--- config.mk ---
export PLATFORM = sky130hd
export DESIGN_NAME = i2c_target_flat
export DESIGN_NICKNAME = d
export VERILOG_FILES = /design/src/rtl/i2c_target_if.sv /design/src/rtl/i2c_target.sv /design/src/flat_wrapper.sv
export SDC_FILE = /design/constraint.sdc
export NUM_CORES = 1
export LEC_CHECK = 0
export ABC_AREA = 1
export BUFFER_PORTS_ARGS = -buffer_cell sky130_fd_sc_hd__buf_2
export CAP_MARGIN = 20
export CORE_MARGIN = 2
export CORE_UTILIZATION = 35
export CTS_CLUSTER_DIAMETER = 200
export DETAILED_ROUTE_END_ITERATION = 16
export GPL_ROUTABILITY_DRIVEN = 0
export PLACE_DENSITY = 0.58
export SYNTH_ARGS = -nofsm -noshare
export SYNTH_HDL_FRONTEND = slang
export SYNTH_SLANG_ARGS = --single-unit
--- constraint.sdc ---
create_clock -name clk -period 1.84 [get_ports clk]
set_clock_uncertainty 0.2 [all_clocks]
set_input_delay 0.276 -clock clk [delete_from_list [all_inputs] [get_ports clk]]
set_output_delay 0.276 -clock clk [all_outputs]
set_load 0.1 [all_outputs]
--- src/rtl/i2c_target_if.sv ---
// Bus-side and memory-side signals of the I2C target, grouped for the target and its environment.
// mem_we / mem_re are one-clock strobes with mem_addr held stable; mem_rdata is expected one clock after mem_re.
interface i2c_target_if;
    logic       scl_i;
    logic       sda_i;
    logic       sda_oe;
    logic [7:0] mem_addr;
    logic [7:0] mem_wdata;
    logic [7:0] mem_rdata;
    logic       mem_we;
    logic       mem_re;
    logic       busy;

    modport slave (
        input  scl_i, sda_i, mem_rdata,
        output sda_oe, mem_addr, mem_wdata, mem_we, mem_re, busy
    );

    modport master (
        output scl_i, sda_i, mem_rdata,
        input  sda_oe, mem_addr, mem_wdata, mem_we, mem_re, busy
    );
endinterface

--- src/rtl/i2c_target.sv ---
// EEPROM-style I2C target: 7-bit address match, pointer-addressed byte memory port, no clock stretching.
// dbg_state exposes the protocol FSM state.
module i2c_target #(
    parameter logic [6:0] ADDR = 7'h50
) (
    input  logic         clk,
    input  logic         rst_n,
    i2c_target_if.slave  bus,
    output logic [2:0]   dbg_state
);
    typedef enum logic [2:0] {
        S_IDLE, S_ADDR, S_ADDR_ACK, S_WR_BYTE, S_WR_ACK, S_RD_BYTE, S_RD_ACK
    } state_e;

    state_e     state_q, state_d;
    logic       scl_s1_q, scl_s2_q, scl_prev_q;
    logic       sda_s1_q, sda_s2_q, sda_prev_q;
    logic [3:0] cnt_q, cnt_d;
    logic [7:0] shift_q, shift_d;
    logic [7:0] ptr_q, ptr_d;
    logic [7:0] wdata_q, wdata_d;
    logic       sda_oe_q, sda_oe_d;
    logic       busy_q, busy_d;
    logic       we_q, we_d;
    logic       re_q, re_d;
    logic       load_q, load_d;
    logic       rw_q, rw_d;
    logic       first_q, first_d;
    logic       nack_q, nack_d;

    logic scl_rise, scl_fall, start_det, stop_det;

    always_ff @(posedge clk or negedge rst_n) begin
        if (!rst_n) begin
            scl_s1_q   <= 1'b1;
            scl_s2_q   <= 1'b1;
            scl_prev_q <= 1'b1;
            sda_s1_q   <= 1'b1;
            sda_s2_q   <= 1'b1;
            sda_prev_q <= 1'b1;
        end else begin
            scl_s1_q   <= bus.scl_i;
            scl_s2_q   <= scl_s1_q;
            scl_prev_q <= scl_s2_q;
            sda_s1_q   <= bus.sda_i;
            sda_s2_q   <= sda_s1_q;
            sda_prev_q <= sda_s2_q;
        end
    end

    assign scl_rise  = scl_s2_q & ~scl_prev_q;
    assign scl_fall  = ~scl_s2_q & scl_prev_q;
    assign start_det = scl_s2_q & scl_prev_q & sda_prev_q & ~sda_s2_q;
    assign stop_det  = scl_s2_q & scl_prev_q & ~sda_prev_q & sda_s2_q;

    always_comb begin
        state_d  = state_q;
        cnt_d    = cnt_q;
        shift_d  = shift_q;
        ptr_d    = ptr_q;
        wdata_d  = wdata_q;
        sda_oe_d = sda_oe_q;
        busy_d   = busy_q;
        rw_d     = rw_q;
        first_d  = first_q;
        nack_d   = nack_q;
        we_d     = 1'b0;
        re_d     = 1'b0;
        load_d   = re_q;

        // The pointer advances the cycle after a strobe so mem_addr holds through it.
        if (we_q || load_q) ptr_d = ptr_q + 8'd1;
        if (load_q) begin
            shift_d  = bus.mem_rdata;
            sda_oe_d = ~bus.mem_rdata[7];
        end

        if (stop_det) begin
            state_d  = S_IDLE;
            sda_oe_d = 1'b0;
            busy_d   = 1'b0;
            load_d   = 1'b0;
        end else if (start_det) begin
            state_d  = S_ADDR;
            cnt_d    = 4'd0;
            sda_oe_d = 1'b0;
            load_d   = 1'b0;
        end else begin
            case (state_q)
                S_ADDR: begin
                    if (scl_rise) begin
                        shift_d = {shift_q[6:0], sda_s2_q};
                        cnt_d   = cnt_q + 4'd1;
                    end else if (scl_fall && cnt_q == 4'd8) begin
                        if (shift_q[7:1] == ADDR) begin
                            sda_oe_d = 1'b1;
                            busy_d   = 1'b1;
                            rw_d     = shift_q[0];
                            state_d  = S_ADDR_ACK;
                        end else begin
                            busy_d  = 1'b0;
                            state_d = S_IDLE;
                        end
                    end
                end
                S_ADDR_ACK: begin
                    if (scl_fall) begin
                        sda_oe_d = 1'b0;
                        cnt_d    = 4'd0;
                        if (rw_q) begin
                            re_d    = 1'b1;
                            state_d = S_RD_BYTE;
                        end else begin
                            first_d = 1'b1;
                            state_d = S_WR_BYTE;
                        end
                    end
                end
                S_WR_BYTE: begin
                    if (scl_rise) begin
                        shift_d = {shift_q[6:0], sda_s2_q};
                        cnt_d   = cnt_q + 4'd1;
                    end else if (scl_fall && cnt_q == 4'd8) begin
                        sda_oe_d = 1'b1;
                        state_d  = S_WR_ACK;
                        if (first_q) begin
                            ptr_d   = shift_q;
                            first_d = 1'b0;
                        end else begin
                            we_d    = 1'b1;
                            wdata_d = shift_q;
                        end
                    end
                end
                S_WR_ACK: begin
                    if (scl_fall) begin
                        sda_oe_d = 1'b0;
                        cnt_d    = 4'd0;
                        state_d  = S_WR_BYTE;
                    end
                end
                S_RD_BYTE: begin
                    if (scl_fall && !load_q) begin
                        cnt_d   = cnt_q + 4'd1;
                        shift_d = {shift_q[6:0], 1'b0};
                        if (cnt_q == 4'd7) begin
                            sda_oe_d = 1'b0;
                            state_d  = S_RD_ACK;
                        end else begin
                            sda_oe_d = ~shift_q[6];
                        end
                    end
                end
                S_RD_ACK: begin
                    if (scl_rise) begin
                        nack_d = sda_s2_q;
                    end else if (scl_fall) begin
                        if (nack_q) begin
                            sda_oe_d = 1'b0;
                            busy_d   = 1'b0;
                            state_d  = S_IDLE;
                        end else begin
                            re_d    = 1'b1;
                            cnt_d   = 4'd0;
                            state_d = S_RD_BYTE;
                        end
                    end
                end
                default: ;
            endcase
        end
    end

    always_ff @(posedge clk or negedge rst_n) begin
        if (!rst_n) begin
            state_q  <= S_IDLE;
            cnt_q    <= 4'd0;
            shift_q  <= 8'h00;
            ptr_q    <= 8'h00;
            wdata_q  <= 8'h00;
            sda_oe_q <= 1'b0;
            busy_q   <= 1'b0;
            we_q     <= 1'b0;
            re_q     <= 1'b0;
            load_q   <= 1'b0;
            rw_q     <= 1'b0;
            first_q  <= 1'b0;
            nack_q   <= 1'b0;
        end else begin
            state_q  <= state_d;
            cnt_q    <= cnt_d;
            shift_q  <= shift_d;
            ptr_q    <= ptr_d;
            wdata_q  <= wdata_d;
            sda_oe_q <= sda_oe_d;
            busy_q   <= busy_d;
            we_q     <= we_d;
            re_q     <= re_d;
            load_q   <= load_d;
            rw_q     <= rw_d;
            first_q  <= first_d;
            nack_q   <= nack_d;
        end
    end

    assign bus.sda_oe    = sda_oe_q;
    assign bus.mem_addr  = ptr_q;
    assign bus.mem_wdata = wdata_q;
    assign bus.mem_we    = we_q;
    assign bus.mem_re    = re_q;
    assign bus.busy      = busy_q;
    assign dbg_state     = state_q;
endmodule

--- src/flat_wrapper.sv ---
// flat-port wrapper written by rule: the top's interface ports become plain ports
module i2c_target_flat 
#(
    parameter logic [6:0] ADDR = 7'h50
)
  (clk, rst_n, dbg_state, bus_scl_i, bus_sda_i, bus_mem_rdata, bus_sda_oe, bus_mem_addr, bus_mem_wdata, bus_mem_we, bus_mem_re, bus_busy);
  i2c_target_if bus_i ();
  input  logic clk;
  input  logic rst_n;
  output logic [2:0] dbg_state;
  input wire logic [$bits(bus_i.scl_i)-1:0] bus_scl_i;
  input wire logic [$bits(bus_i.sda_i)-1:0] bus_sda_i;
  input wire logic [$bits(bus_i.mem_rdata)-1:0] bus_mem_rdata;
  output wire logic [$bits(bus_i.sda_oe)-1:0] bus_sda_oe;
  output wire logic [$bits(bus_i.mem_addr)-1:0] bus_mem_addr;
  output wire logic [$bits(bus_i.mem_wdata)-1:0] bus_mem_wdata;
  output wire logic [$bits(bus_i.mem_we)-1:0] bus_mem_we;
  output wire logic [$bits(bus_i.mem_re)-1:0] bus_mem_re;
  output wire logic [$bits(bus_i.busy)-1:0] bus_busy;
  assign bus_i.scl_i = bus_scl_i;
  assign bus_i.sda_i = bus_sda_i;
  assign bus_i.mem_rdata = bus_mem_rdata;
  assign bus_sda_oe = bus_i.sda_oe;
  assign bus_mem_addr = bus_i.mem_addr;
  assign bus_mem_wdata = bus_i.mem_wdata;
  assign bus_mem_we = bus_i.mem_we;
  assign bus_mem_re = bus_i.mem_re;
  assign bus_busy = bus_i.busy;
  i2c_target #(.ADDR(ADDR)) u_core (.clk(clk), .rst_n(rst_n), .bus(bus_i), .dbg_state(dbg_state));
endmodule
## Word level (Yosys, flattened, before mapping)

Index checks and enable logic that the tools add are counted.

- Flip-flop bits (word level): 45
- Bits of input ports: 12
- Logic and storage cells: 172
- Output and inout bits: 23

- Bitwise gates (word level): 17
- Reductions and logical operators: 17
- Add/sub/neg operators: 2
- Equal/unequal tests: 35
- Multiplexer cells: 82

Operators by type and width:

| kind | number |
|---|---|
| $mux W8 | 12 |
| $mux W3 | 14 |
| $mux W1 | 41 |
| $mux W4 | 7 |
| $ne A4 B1 Y1 const B | 7 |
| $ne A3 B1 Y1 const B | 7 |
| $pmux W3 S6 | 1 |
| $pmux W4 S4 | 1 |
| $pmux W8 S2 | 1 |
| $reduce_and A7 Y1 | 2 |
| $ne A3 B3 Y1 const B | 4 |
| $ne A4 B4 Y1 const B | 3 |
| $reduce_and A6 Y1 | 2 |
| $reduce_and A11 Y1 | 1 |
| $not A1 Y1 | 10 |
| $eq A3 B3 Y1 const B | 3 |
| $add A8 B1 Y8 const B | 1 |
| $reduce_and A8 Y1 | 1 |
| $reduce_bool A8 Y1 | 1 |
| $and A1 B1 Y1 | 7 |
| $eq A7 B7 Y1 const B | 1 |
| $eq A3 B2 Y1 const B | 2 |
| $ne A2 B2 Y1 const B | 3 |
| $pmux W1 S2 | 3 |
| 15 further kinds | 18 |

## Depth between registers and ports, before layout

Gate-level depths: netlist of run 1.

- Depth after elaboration: 8
- Mapped depth: 12
- Mapped depth without buffers: 12

## Worst setup path before layout of run 1

Ideal clock, no wire load.

- Path kind: reg2reg
- Start point: reg u_core.state_q[1] (netlist: u_core.dbg_state[1])
- End point: reg u_core.state_q[0] (netlist: u_core.dbg_state[0])
- Slack: -0.435 ns
- Cell stages (with the launch flop): 12
- Path buffers: 0
- Required time: 1.517 ns
- Setup time: 0.123 ns
- Arrival: 1.951 ns
- Period minus slack after synthesis: 2.275 ns
- Cell sequence: dfrtp_1 > inv_1 > nand2_1 > nor2_2 > nand2_1 > nand2_1 > nor2_1 > nand2_1 > nand2_1 > nand2_1 > nand2_1 > nand2_1

- Cells in the longest elaborated chain, start to end: 4
- Elaborated cells on any way between the ends: 21
- Those cells by class: eq/ne (16); mux (3); reduce/logical (2)

RTL lines:

| element | RTL line | RTL |
|---|---|---|
| from (decl) | i2c_target.sv:15 | `state_e state_q, state_d;` |
| from (signal assigned) | i2c_target.sv:190 | `state_q <= state_d;` |
| $eq A3 B3 Y1, or another cell as far along | i2c_target.sv:89 | `case (state_q)` |
| $pmux W3 S6 | i2c_target.sv:89 |  |
| $mux W3 | i2c_target.sv:83 | `end else if (start_det) begin` |
| $mux W3 | i2c_target.sv:78 | `if (stop_det) begin` |

Several ways; a longest one is shown, not always the timed one.
A chain may end at the register's enable or synchronous reset.

## Worst setup path in the final report of run 1

- Start point: reg u_core.scl_prev_q
- End point: reg u_core.wdata_q[6] (netlist: u_core.bus.mem_wdata[6])

- Cells in the longest elaborated chain, start to end: 5
- Elaborated cells on any way between the ends: 13
- Those cells by class: bitwise (11); reduce/logical (2)

RTL lines:

| element | RTL line | RTL |
|---|---|---|
| from (decl) | i2c_target.sv:16 | `logic scl_s1_q, scl_s2_q, scl_prev_q;` |
| from (signal assigned) | i2c_target.sv:44 | `scl_prev_q <= scl_s2_q;` |
| $and A1 B1 Y1 | i2c_target.sv:53, i2c_target.sv:54 |  |
| $and A1 B1 Y1 (on tied branches) (2 in a row) | i2c_target.sv:53, i2c_target.sv:54 |  |
| $not A1 Y1 (no line) | n/a |  |
| $reduce_and A6 Y1 (no line) (*) | n/a |  |
| to (signal assigned) | i2c_target.sv:194 | `wdata_q <= wdata_d;` |
| to (decl) | i2c_target.sv:21 | `logic [7:0] wdata_q, wdata_d;` |

Mark *: on every way between the ends. The rest lies on a longest branch, timed or not.

==> impl_metrics.toml, run 1 <==
[floorplan]
die_area_um2 = 7540
fp.dieW_um = 86.8
ios = 35
core-area_um2 = 6720
start_util = 0.358
rows = 30
die_h_um = 86.8

[global_routing]
grt_first_pass_wirelength_mm = 9.77
grt_pass1_vias = 2063
grt_max_degree = 46
grtUsageTotal = 0.162
grt_overflow = 0
grt_antenna_before_repair = 0

[yosys]
netlist_top_cells_count = "nand2_1 (100), dfrtp_1 (39), inv_1 (37), nor2_1 (34), nand3_1 (23)"
avgSynthCellArea_um2 = 7.48
syn_inst = 321
async_reset_ff_frac = 1.00
yosysSeqAreaShare = 0.472
synth_seq_cells = 45
synth_nets = 336
synthFlopType = "dfrtp_1"
synth_edf_count = 0
ys_warn_count = 0
ys_types = 31
post-synth-top-area-fraction = 0.406
synthTopCellsByArea = "dfrtp_1 (41%), nand2_1 (16%), dfstp_2 (6.6%)"
synth_area_um2 = 2400
synth_area_leader_cell = "dfrtp_1"
synth.most_common_cell = "nand2_1"

[clock_network]
clkTransAtPathRegs_ns = 0.09
cts_buffers = 5
cts.sinks = 45
clk_latency_ns = 0.30
cts_tree = "done"
cts_buffer_depth = 2
htree_levels = 2
cts_root_buf = "clkbuf_8"

[sta]
relSlewSlack = 0.673
fin_crit_ns = 1.80
hold_viol = 0
timing.final.crit_share = 0.977
final_max_slew_viol_count = 0
max_freq_mhz = 556
holdWs_ns = 0.0866
rsz0062_at_grt = "yes"
finalSetupTns_ns = 0
worst_pin_slew_ns = 0.494
finalSetupViolations = 0

[detailed_routing]
firstDrtPassIters = 4
vias_per_cell = 4.83
num_vias = 2225
wl_per_cell_um = 12.6
drt-total-wl_mm = 5.81
drtIter0Drc = 90
ant_nets = 0
drc_errors = 0

[final_layout]
syn2layout_area_growth_pct = 26.1
n_fill_cell = 694
fin_nets = 395
n_antenna_cell = 0
drive_gt1_frac = 0.273
multi_input_area_um2 = 1160
seq_area_um2 = 1160

[placement]
portBuffers = 34
hpwl_mm = 4.33

[critical_path]
rrSetupSlack_ns = 0.04
cpMostUsedCell = "nor2_4"
crit_start = "u_core.scl_prev_q"
cp.arrival_ns = 1.78
crit_chain = "inv_2 > nor2_4 > nand3_4 > nor2_4 > nand2_4 > nand2_1 > o21ai_1"
end_kind = "flip-flop"
worst_path_max_delay_cell = "dfstp_2"
slowest_delay_ns = 0.59
criticalPathCategory = "reg2reg"
cp_max_fo = 17
r2r_start = "u_core.scl_prev_q"
worstPathRequired_ns = 1.82
startpoint_type = "flip-flop"

[worst_hold_path]
min-delay-path-class = "in2reg"
hold_start = "bus_mem_rdata[2]"

[pwr]
power.density_nw_per_um2 = 811
leakage_nw = 1.57
ir_drop_mv = 0.464

[flow_run]
maxCapViolCount = 0

[status]
status = "complete, no violations"
-- where the power goes --
group / switching (mW) / leakage (nW) / internal [mW]
combinational: 0.316 / 0.945 / 0.160
sequential: 0.121 / 0.567 / 1.10
clock: 0.347 / 0.0554 / 0.408
total: 0.784 / 1.57 / 1.67
-- path summary, 6_finish.rpt --
path / end / cells past startpoint
setup / recovery: u_core.bus.mem_wdata[6] / 7
hold / removal: u_core.shift_q[2] / 3
setup reg to reg: u_core.bus.mem_wdata[6] / 7
max in group asynchronous: u_core.sda_prev_q / 3
min in group asynchronous: u_core.bus.mem_wdata[3] / 3
hold reg to reg: u_core.scl_s2_q / 0
-- logic make-up after synthesis --
kind of cell	synth area share
AOI/OAI and AO/OA	0.106
xor gates and xnor gates	0.0219
adders and majority gates	0.0156
buffers and inverters	0.0724
DFF	0.472
and+or+nand+nor	0.312
-- critical path: cells and delay by family, from the launching register on --
family          cells  cell delay [ns]
compound gates      1             0.06
simple gates        5             0.78
buf+inv             1             0.05
flops               1             0.59
-- layer usage --
layer / GRT usage / vias up / wire (µm)
met1: 0.226 / 1022 / 2850
li1: - / 1149 / -
met5: 0 / - / 0
met3: 0.0295 / 6 / 224
met4: 0.0256 / 0 / 52
met2: 0.268 / 48 / 2680
-- layout make-up --
class,count,share of cell area
multi-input combinational,232,0.382
clock buffer,6,0.0240
tap,80,0.0330
timing repair buffer,54,0.112
clock inverter,2,0.0128
sequential,45,0.382
inverter,42,0.0537
-- per-stage QoR --
stage	setup slack [ns]	area, µm²	utilization	total power, mW	instances
global route	-0.0670	3030	0.451	2.62	461
CTS	0.0140	2890	0.431	2.46	451
finish	0.0421	3030	0.451	2.46	461
floorplan	0.0337	2430	-	1.52	321
global placement	0.0450	2750	0.410	1.68	440
detailed placement	0.0386	2750	0.410	1.69	440
-- flip-flops by register name (all words and copies together), names as in the netlist --
name / cells
u_core.sda_prev_q: 1
u_core.scl_s1_q: 1
u_core.cnt_q: 4
u_core.rw_q: 1
u_core.scl_prev_q: 1
u_core.bus.mem_wdata: 8
u_core.bus.sda_oe: 1
u_core.bus.mem_addr: 8
u_core.shift_q: 8
u_core.sda_s2_q: 1
u_core.dbg_state: 3
u_core.first_q: 1
u_core.bus.mem_re: 1
u_core.sda_s1_q: 1
u_core.bus.busy: 1
u_core.bus.mem_we: 1
u_core.load_q: 1
u_core.scl_s2_q: 1
u_core.nack_q: 1
-- timing repair --
action | 4_1_cts | 5_1_grt
hold buffers | 3 | 0
setup endpoints to repair | 0 | 31
setup buffers | 0 | 9
hold endpoints to repair | 41 | 0
resized for setup | 0 | 25
-- layout by cell type, fill, tap and decap left out, drive strengths merged --
cell	instances
o31ai	1
buf	51
bufinv	1
nand3	25
dlygate4sd3	3
clkbuf	6
nand4	7
a211oi	1
dfstp	6
a22oi	1
o21a	1
a21oi	5
nor2	37
clkinv	1
ha	3
nand2	104
inv	42
xor2	4
a31oi	1
dfrtp	39
o22ai	1
o21bai	1
nor3	1
xnor2	2
nor3b	1
o21ai	36
Note: power is estimated with default switching activity, not from simulation.
==> run 2, diff against run 1 <==
--- a/config.mk
+++ b/config.mk
@@ -14,6 +14,7 @@
 export DETAILED_ROUTE_END_ITERATION = 16
 export GPL_ROUTABILITY_DRIVEN = 0
 export PLACE_DENSITY = 0.58
+export RECOVER_POWER = 50
 export SYNTH_ARGS = -nofsm -noshare
 export SYNTH_HDL_FRONTEND = slang
 export SYNTH_SLANG_ARGS = --single-unit
==> impl_metrics.toml, run 2 (synthesis gave the netlist of run 1 again) <==
[status]
status = "complete, no violations"

[worst_hold_path]
min-delay-path-class = "in2reg"

[final_layout]
instances_no_fill = 461
finalInstanceArea_um2 = 3030
fin_nets = 395
seq_area_um2 = 1160
syn2layout_area_growth_pct = 26.1
n_fill_cell = 694
final_common_cell = "nand2_1"
n_antenna_cell = 0
drive_gt1_frac = 0.270
multi_input_area_um2 = 1160
final_cell_mix = "nand2_1 (91), inv_1 (34), buf_2 (34), nor2_1 (30), dfrtp_1 (30)"
fin_util = 0.451

[critical_path]
cpMostUsedCell = "nor2_4"
cp.arrival_ns = 1.78
criticalPathCategory = "reg2reg"
worst_path_max_delay_cell = "dfstp_2"
critical-path-top-delay-family = "simple AND/OR/NAND/NOR gates"
startpoint_type = "flip-flop"
worstPathRequired_ns = 1.82
crit_buf_inv = 1
crit_chain = "inv_2 > nor2_4 > nand3_4 > nor2_4 > nand2_4 > nand2_1 > o21ai_1"
slowest_delay_ns = 0.59
cp_max_fo = 17
end_kind = "flip-flop"

[sta]
relSlewSlack = 0.673
max_freq_mhz = 556
finalSetupViolations = 0
worst_pin_slew_ns = 0.494
fin_ws_ns = 0.0421
timing.final.crit_share = 0.977
rsz0062_at_grt = "yes"
final_max_slew_viol_count = 0
holdWs_ns = 0.0866
fin_crit_ns = 1.80
finalSetupTns_ns = 0
hold_viol = 0

[clock_network]
cts.sinks = 45
cts_buffers = 5
cts_buffer_depth = 2
clkTransAtPathRegs_ns = 0.09
clk_latency_ns = 0.30
cts_root_buf = "clkbuf_8"
cts_tree = "done"
htree_levels = 2

[detailed_routing]
drt-total-wl_mm = 5.80
drc_errors = 0
drtIter0Drc = 90
ant_nets = 0
vias_per_cell = 4.82
num_vias = 2224
wl_per_cell_um = 12.6
firstDrtPassIters = 4

[placement]
dp_cells = 440
place_ws_ns = 0.0386
hpwl_mm = 4.33
portBuffers = 34
placed_cell_area_um2 = 2750

[floorplan]
fp.dieW_um = 86.8
die_h_um = 86.8
start_util = 0.358
ios = 35
rows = 30
core-area_um2 = 6720
die_area_um2 = 7540

[global_routing]
grt_overflow = 0
grtUsageTotal = 0.162
grt_antenna_before_repair = 0
grt_max_degree = 46
grt_pass1_vias = 2063
grt_first_pass_wirelength_mm = 9.77

[pwr]
p_total_mw = 2.46
leakage_nw = 1.57
power.density_nw_per_um2 = 811
ir_drop_mv = 0.463

[flow_run]
maxCapViolCount = 0
## run 2: cell counts in the layout (fill, tap and decap cells not counted)
Identical to the previous run, type by type.
## run 2: layer usage
layer,track usage,share of wire,vias to the layer above
met1,0.226,0.49,1021
met4,0.0256,0.0090,0
met5,0,0,-
met2,0.268,0.46,48
met3,0.0295,0.039,6
li1,-,-,1149
## run 2: timing repair
item / 4_1_cts / 5_1_grt
hold endpoints to repair: 41 / 0
hold buffers: 3 / 0
resized for setup: 0 / 25
endpoints found under the setup margin: 0 / 31
setup buffers: 0 / 9
## run 2: report_power, final
group          internal [mW]  leakage, nW  switching, mW  total (mW)
registers               1.10        0.566          0.121        1.22
clock network          0.408       0.0554          0.347       0.755
logic                  0.160        0.945          0.316       0.476
## run 2: path summary, 6_finish.rpt
kind	depth (start not counted)	end	from	slack (ns)
worst max-delay path	7	u_core.bus.mem_wdata[6]	u_core.scl_prev_q	0.04
worst min-delay path	3	u_core.shift_q[2]	bus_mem_rdata[2]	0.09
worst max register to register	7	u_core.bus.mem_wdata[6]	u_core.scl_prev_q	0.04
worst min register to register	0	u_core.scl_s2_q	u_core.scl_s1_q	0.16
max in group asynchronous	3	u_core.sda_prev_q	rst_n	0.89
min in group asynchronous	3	u_core.bus.mem_wdata[3]	rst_n	0.28
## run 2: final cells by class
cell class / count / area share
clock inverters: 2 / 0.0128
inverters: 42 / 0.0537
well taps: 80 / 0.0330
clock buffers: 6 / 0.0240
repair buffers: 54 / 0.112
multi-input cells: 232 / 0.382
flip-flops and latches: 45 / 0.382
## run 2: worst reg2reg max path: cells and delay by family, from the launching register on
family / cells / cell delay (ns)
AO/OA/AOI/OAI: 1 / 0.06
buffers and inverters: 1 / 0.05
flip-flops: 1 / 0.59
AND/OR/NAND/NOR: 5 / 0.78
